<file path="src/rtl/imem_loadable.sv">
// Run-time loadable instruction memory for the fetch stage: a loader streams
// program words in over valid/ready, then fetches read them back one cycle later.
module imem_loadable #(
  parameter int                DATA_W   = 18,
  parameter int                ADDR_W   = 18,
  parameter int                DEPTH    = 128,
  parameter logic [DATA_W-1:0] NOP_WORD = '0,
  parameter int                CNT_W    = $clog2(DEPTH + 1)
) (
  input  logic              clk,
  input  logic              rst,
  input  logic              load_en,
  input  logic              load_valid,
  input  logic [DATA_W-1:0] load_data,
  output logic              load_ready,
  output logic              load_full,
  output logic [CNT_W-1:0]  word_count,
  input  logic              fetch_valid,
  input  logic [ADDR_W-1:0] fetch_addr,
  output logic              fetch_ready,
  output logic              rd_valid,
  input  logic              rd_ready,
  output logic [DATA_W-1:0] rd_data,
  output logic              rd_fault,
  output logic              running
);

  localparam int IDX_W  = ADDR_W - 2;
  localparam int MEM_AW = (DEPTH > 1) ? $clog2(DEPTH) : 1;

  typedef enum logic [1:0] {
    ST_EMPTY,
    ST_LOAD,
    ST_RUN
  } state_t;

  state_t            state;
  logic [DATA_W-1:0] mem [DEPTH];

  logic [IDX_W-1:0]  fetch_idx;
  logic              fetch_fault;
  logic              load_fire;
  logic              fetch_fire;
  logic              enter_load;

  assign fetch_idx   = fetch_addr[ADDR_W-1:2];
  // Full-width unsigned compare against the fill level: indices never wrap.
  assign fetch_fault = (fetch_addr[1:0] != 2'b00) ||
                       ({{CNT_W{1'b0}}, fetch_idx} >= {{IDX_W{1'b0}}, word_count});

  assign load_ready  = (state == ST_LOAD) && (word_count < CNT_W'(DEPTH));
  assign load_full   = (word_count == CNT_W'(DEPTH));
  assign fetch_ready = (state == ST_RUN) && !load_en && (!rd_valid || rd_ready);
  assign running     = (state == ST_RUN);

  assign load_fire   = load_valid && load_ready;
  assign fetch_fire  = fetch_valid && fetch_ready;
  assign enter_load  = (state != ST_LOAD) && load_en;

  // NOTE: the program store has no reset; stale words are hidden by word_count,
  // which keeps the array mappable onto plain RAM.
  always_ff @(posedge clk) begin
    if (load_fire) begin
      mem[word_count[MEM_AW-1:0]] <= load_data;
    end
  end

  // NOTE: every sequential assignment is non-blocking so all registers see the
  // pre-edge values of state and word_count, regardless of statement order.
  always_ff @(posedge clk) begin
    if (rst) begin
      state      <= ST_EMPTY;
      word_count <= '0;
      rd_valid   <= 1'b0;
      rd_data    <= NOP_WORD;
      rd_fault   <= 1'b0;
    end else begin
      unique case (state)
        ST_EMPTY, ST_RUN: begin
          if (load_en) begin
            state      <= ST_LOAD;
            word_count <= '0;
          end
        end
        ST_LOAD: begin
          if (load_fire) begin
            word_count <= word_count + CNT_W'(1);
          end
          // A word accepted on the same edge load_en falls still counts.
          if (!load_en) begin
            state <= ((word_count != '0) || load_fire) ? ST_RUN : ST_EMPTY;
          end
        end
        default: state <= ST_EMPTY;
      endcase

      if (enter_load) begin
        rd_valid <= 1'b0;
      end else if (fetch_fire) begin
        rd_valid <= 1'b1;
        rd_data  <= fetch_fault ? NOP_WORD : mem[fetch_idx[MEM_AW-1:0]];
        rd_fault <= fetch_fault;
      end else if (rd_ready) begin
        rd_valid <= 1'b0;
      end
    end
  end

endmodule

</file>
<file path="config.mk">
export PLATFORM = sky130hd
export DESIGN_NAME = imem_loadable
export DESIGN_NICKNAME = d
export VERILOG_FILES = /design/src/rtl/imem_loadable.sv
export SDC_FILE = /design/constraint.sdc
export NUM_CORES = 2
export LEC_CHECK = 0
export CAP_MARGIN = 5
export CORE_UTILIZATION = 30
export DETAILED_ROUTE_END_ITERATION = 10
export DONT_BUFFER_PORTS = 1
export RECOVER_POWER = 100
export REMOVE_ABC_BUFFERS = 1
export SYNTH_ARGS = -nofsm -noshare
export SYNTH_HDL_FRONTEND = slang
export SYNTH_SLANG_ARGS = --single-unit
</file>
<file path="constraint.sdc">
create_clock -name clk -period 6.7 [get_ports clk]
set_clock_uncertainty 0.05 [all_clocks]
set_input_delay 1.34 -clock clk [delete_from_list [all_inputs] [get_ports clk]]
set_output_delay 1.34 -clock clk [all_outputs]
set_load 0.02 [all_outputs]
</file>
# Word level (Yosys, flattened, before mapping)
# Memory sizes are Yosys's and may differ from the RTL's.
# Index checks and enable logic that the tools add are counted.
[totals]
regBits = 30
output_inout_bits = 32
mem_bits_rw = 2304
inputBits = 42
mem_count = 1
wordCells = 50
[op_classes]
mux = 12
reduce_logical = 21
bitwise_logic = 1
order_cmp = 2
eq_ne = 7
n_addsub = 1
[memory_table]
columns = ["name", "words", "width", "read_ports", "rd_clocked_by_memory_dff", "write_ports", "line", "rtl"]
rows = [
  ["mem", 128, 18, 1, 0, 1, "38", "logic [DATA_W-1:0] mem [DEPTH];"],
]
[ops]
columns = ["cell", "n"]
rows = [
  ["18-bit two-way mux", 1],
  ["16-bit by 8-bit greater-or-equal comparator with 1-bit output", 1],
  ["8-bit two-way mux", 2],
  ["8-bit one-hot mux with 2 select lines", 1],
  ["8-bit by 1-bit adder with 8-bit output (second input constant)", 1],
  ["8-bit equality test (second input constant)", 1],
  ["8-bit < comparator (second input constant)", 1],
  ["8-bit nonzero test", 1],
  ["1-bit logical AND", 6],
  ["2-bit two-way mux", 3],
  ["2-bit inequality test (second input constant)", 3],
  ["2-bit nonzero test", 3],
  ["1-bit two-way mux", 4],
  ["2-bit one-hot mux with 2 select lines", 1],
  ["2-bit AND reduction", 2],
  ["2-bit OR reduction", 2],
  ["1-bit logical OR", 3],
  ["3-bit AND reduction", 1],
  ["2-bit by 1-bit equality test with 1-bit output (second input constant)", 1],
  ["2-bit equality test (second input constant)", 1],
  ["1-bit zero test", 2],
  ["2-bit zero test", 1],
  ["2-bit by 1-bit inequality test with 1-bit output (second input constant)", 1],
  ["1-bit NOT", 1],
]

# Longest topological paths before layout
[depth]
ltp_word = 7
depth_mapped = 16
mapped_depth_nobuf = 8

# Least setup slack after synthesis
# OpenSTA, ideal clock, no wires.
[synth_path]
path_type = "input -> register"
from = "input port fetch_addr[2]"
to = "register rd_data[0]"
path_slack_ps = 2138
required_time_ps = 6571
path_buffers = 8
cell_stages = 16
t_arrival_ps = 4433
setup_ps = 79
cell_sequence = "buf_4 buf_6 buf_6 buf_4 inv_1 buf_2 buf_2 ha_1 nor2b_1 o21ai_0 a211o_1 or3_1 or2_2 clkbuf_1 buf_2 o211ai_1"
[synth_between]
elab_chain_cells = 3
elab_cells_between_ends = 4
classes_between = "1 x order compare; 1 x mux; 1 x reduce/logical; 1 x memory"
[synth_lines]
columns = ["item", "line", "rtl"]
rows = [
  ["start, declared", "19", "input logic [ADDR_W-1:0] fetch_addr,"],
  ["16-bit by 8-bit greater-or-equal comparator with 1-bit output", "49", "({{CNT_W{1'b0}}, fetch_idx} >= {{IDX_W{1'b0}}, word_count});"],
  ["1-bit logical OR", "48", "assign fetch_fault = (fetch_addr[1:0] != 2'b00) ||"],
  ["18-bit two-way mux (*)", "101", "rd_data <= fetch_fault ? NOP_WORD : mem[fetch_idx[MEM_AW-1:0]];"],
  ["end signal, assigned", "101", ""],
  ["end, declared", "23", "output logic [DATA_W-1:0] rd_data,"],
]
# Mark *: on every way between the ends. The rest lies on a longest branch, timed or not.
# A chain may end at the register's enable or synchronous reset.

# Final worst setup path
[layout_path]
from = "input port fetch_addr[3]"
to = "register rd_data[15]"
# The elaborated chain is that of the path after synthesis.

==> impl_metrics.csv <==
group,metric,value,unit
timing,relSlewSlack,-74.20,%
timing,max_freq,163.7,MHz
yosys,synth-seq-area-share,77.71,%
cells_and_area,final_common_cell,"edfxtp_1",
floorplan,core_area,297300,µm²
yosys,synth_cell_types,43,
setup_path,crit_fanout,181,
clocking,cts_tree,"built",
clocking,clock_sinks,2334,
setup_path,endpoint_kind,"register",
yosys,async_flop_share,0,%
setup_path,worstPathArrival,6770,ps
clocking,cts_resized,0,
clocking,post_cts_buffers,0,
timing,rsz0062_at_grt,"false",
routing,ant_nets,0,
cells_and_area,drive_gt1_share,20.70,%
cells_and_area,layout.nets,4273,
power,peakVddDrop,207.2,µV
routing,routed_wl,228000,µm
timing,setup_tns,0,ps
run_status,outcome,"complete, but fails checks",
cells_and_area,final_cell_mix,"edfxtp_1, mux4_2, mux2i_1",
place,port_buffers,0,
grt,grt-ovfl-total,0,
yosys,ys_ff_latch,2334,
timing,period_share,91.19,%
setup_path,crit_family,"simple AND/OR/NAND/NOR gates",
job,maxCapViolCount,47,
timing,hold_viol,0,
timing,worst_slew_pin_slew,2603,ps
yosys,ys.flop_type,"edfxtp_1",
yosys,yosysWarnings,0,
setup_path,critPathKind,"in2reg",
floorplan,die_area,301600,µm²
grt,grt_pass1_vias,42799,
grt,grt_max_degree,476,
timing,drv_slew,818,
setup_path,cp_num_buf_inv,2,
clocking,root_buffer,"clkbuf_16",
run_status,violations,"capacitance limit, slew limit",
setup_path,crit_slowest_cell,"nor2b_2",
yosys,synth_area,89810,µm²
routing,drt_iter0_drc,4786,
setup_path,timing.critical_path.cells,"buf_16 > nor2b_2 > buf_4 > a221oi_1 > o21a_1 > a221oi_1 > o211ai_1",
clocking,cts_hold_buf,0,
yosys,syn_area_per_cell,22.09,µm²
setup_path,max_stage_delay,1990,ps
clocking,path_clk_slew,70,ps
floorplan,fp.dieW,549.1,µm
yosys,syn_inst,4066,
clocking,clk_latency,850,ps
setup_path,crit_path_frequent_cell,"a221oi_1",
routing,dr_total_vias,42883,
grt,antenna_found_initial,6,
timing,finalSetupViolations,0,
clocking,cts_buffer_depth,4,
routing,firstDrtPassIters,5,
timing,fin_crit,6110,ps
grt,grtUsageTotal,14.81,%
timing,setup_slack,590.3,ps
cells_and_area,syn_to_final_growth,12.87,%
grt,grt_pass1_wl,323300,µm
floorplan,rows,200,
place,place_congestion,0.9200,
power,p_leak,30.84,nW
setup_path,startpoint_type,"input pin",
routing,wire_per_inst,27.37,µm
clocking,cts_made_buffers,215,
place,dp_hpwl,124900,µm
min_path,min_path_type,"reg2reg",
place,dpl_worst_slack,1454,ps
yosys,synth_edf_count,2304,
floorplan,ios,74,
routing,drc,0,
setup_path,worstPathRequired,7360,ps
floorplan,initial_utilization,30.21,%
floorplan,dieHeight,549.1,µm
setup_path,rrSetupSlack,1540,ps
clocking,cts_max_level,4,
power,power.density,285.7,nW/µm²
routing,vias_per_cell,5.148,
## logic make-up (layout without fill, tap and decap cells)
logic type | after synthesis | in the layout | synth area share, %
flip-flops | 2334 | 2334 | 77.71
multiplexers | 809 | 809 | 16.12
AO/OA/AOI/OAI | 361 | 361 | 3.139
AND/OR/NAND/NOR | 290 | 290 | 1.381
buffers and inverters | 256 | 576 | 1.456
adder cells (fa/ha/maj) | 10 | 10 | 0.1393
XOR/XNOR | 6 | 6 | 0.05851
other | 0 | 5 | 0
## where the power goes
part	internal [mW]	switching [mW]
combinational	0.442	0.559
sequential	16.0	0.00493
clock	6.71	5.21
total	23.2	5.78
## flip-flops by register name, indices dropped and copies added (netlist names)
register    cells
rd_valid        1
rd_data        18
word_count      8
mem          2304
state           2
rd_fault        1
## routing by layer
layer,wire (µm),track usage [%]
met5,20,0
met4,11790,6.952
met3,13910,1.821
met2,110000,24.39
met1,92220,19.51
## worst paths after layout
| path | startpoint | end | cells after the start |
|---|---|---|---|
| max | fetch_addr[3] | rd_data[15]$_SDFFE_PP0P_ | 7 |
| min | state[1]$_SDFFE_PP0P_ | state[0]$_SDFFE_PP0P_ | 2 |
| max reg2reg | word_count[3]$_SDFFE_PP0P_ | mem[41][0]$_DFFE_PP_ | 5 |
| min reg2reg | state[1]$_SDFFE_PP0P_ | state[0]$_SDFFE_PP0P_ | 2 |
## metrics by stage
step	power [mW]	area, µm²	util, %	instances	hold WS [ps]
2_1_floorplan	16.90	88620	-	3840	464.4
3_3_place_gp	17.29	95190	32.02	7941	480.4
3_5_place_dp	17.30	95190	32.02	7941	485.3
4_1_cts	29.11	101900	34.29	8323	457.0
5_1_grt	29.68	101400	34.09	8326	484.3
6_report	28.96	101400	34.10	8330	497.9
## area by class of cell
cell class,instances,area [µm²]
fillers,27573,195900
flip-flops and latches,2334,69790
multi-input cells,1476,18860
clock buffers,276,5723
well taps,3939,4928
clock inverters,106,1016
repair buffers,164,919.6
inverters,30,115.1
diodes,5,12.51
## synth_stat cells (22+ instances only)
cell | count | area share, %
buf_4 | 22 | 0.18
a221oi_1 | 138 | 1.3
inv_1 | 29 | 0.12
mux2i_1 | 299 | 3.3
clkbuf_1 | 102 | 0.43
o21ai_0 | 55 | 0.31
buf_6 | 25 | 0.31
edfxtp_1 | 2304 | 77
nor2_1 | 160 | 0.67
mux4_2 | 510 | 13
dfxtp_1 | 30 | 0.67
buf_2 | 61 | 0.34
a22oi_1 | 70 | 0.59
a32oi_1 | 34 | 0.33
nand2_1 | 64 | 0.27
nand3_1 | 29 | 0.16
## worst register-to-register path, delay by kind of cell (launching register included)
kind                   cells  cell delay, ps
AND/OR/NAND/NOR            3            3200
buffers and inverters      2             940
flip-flops                 1             510
Note: power is estimated with default switching activity, not from simulation.
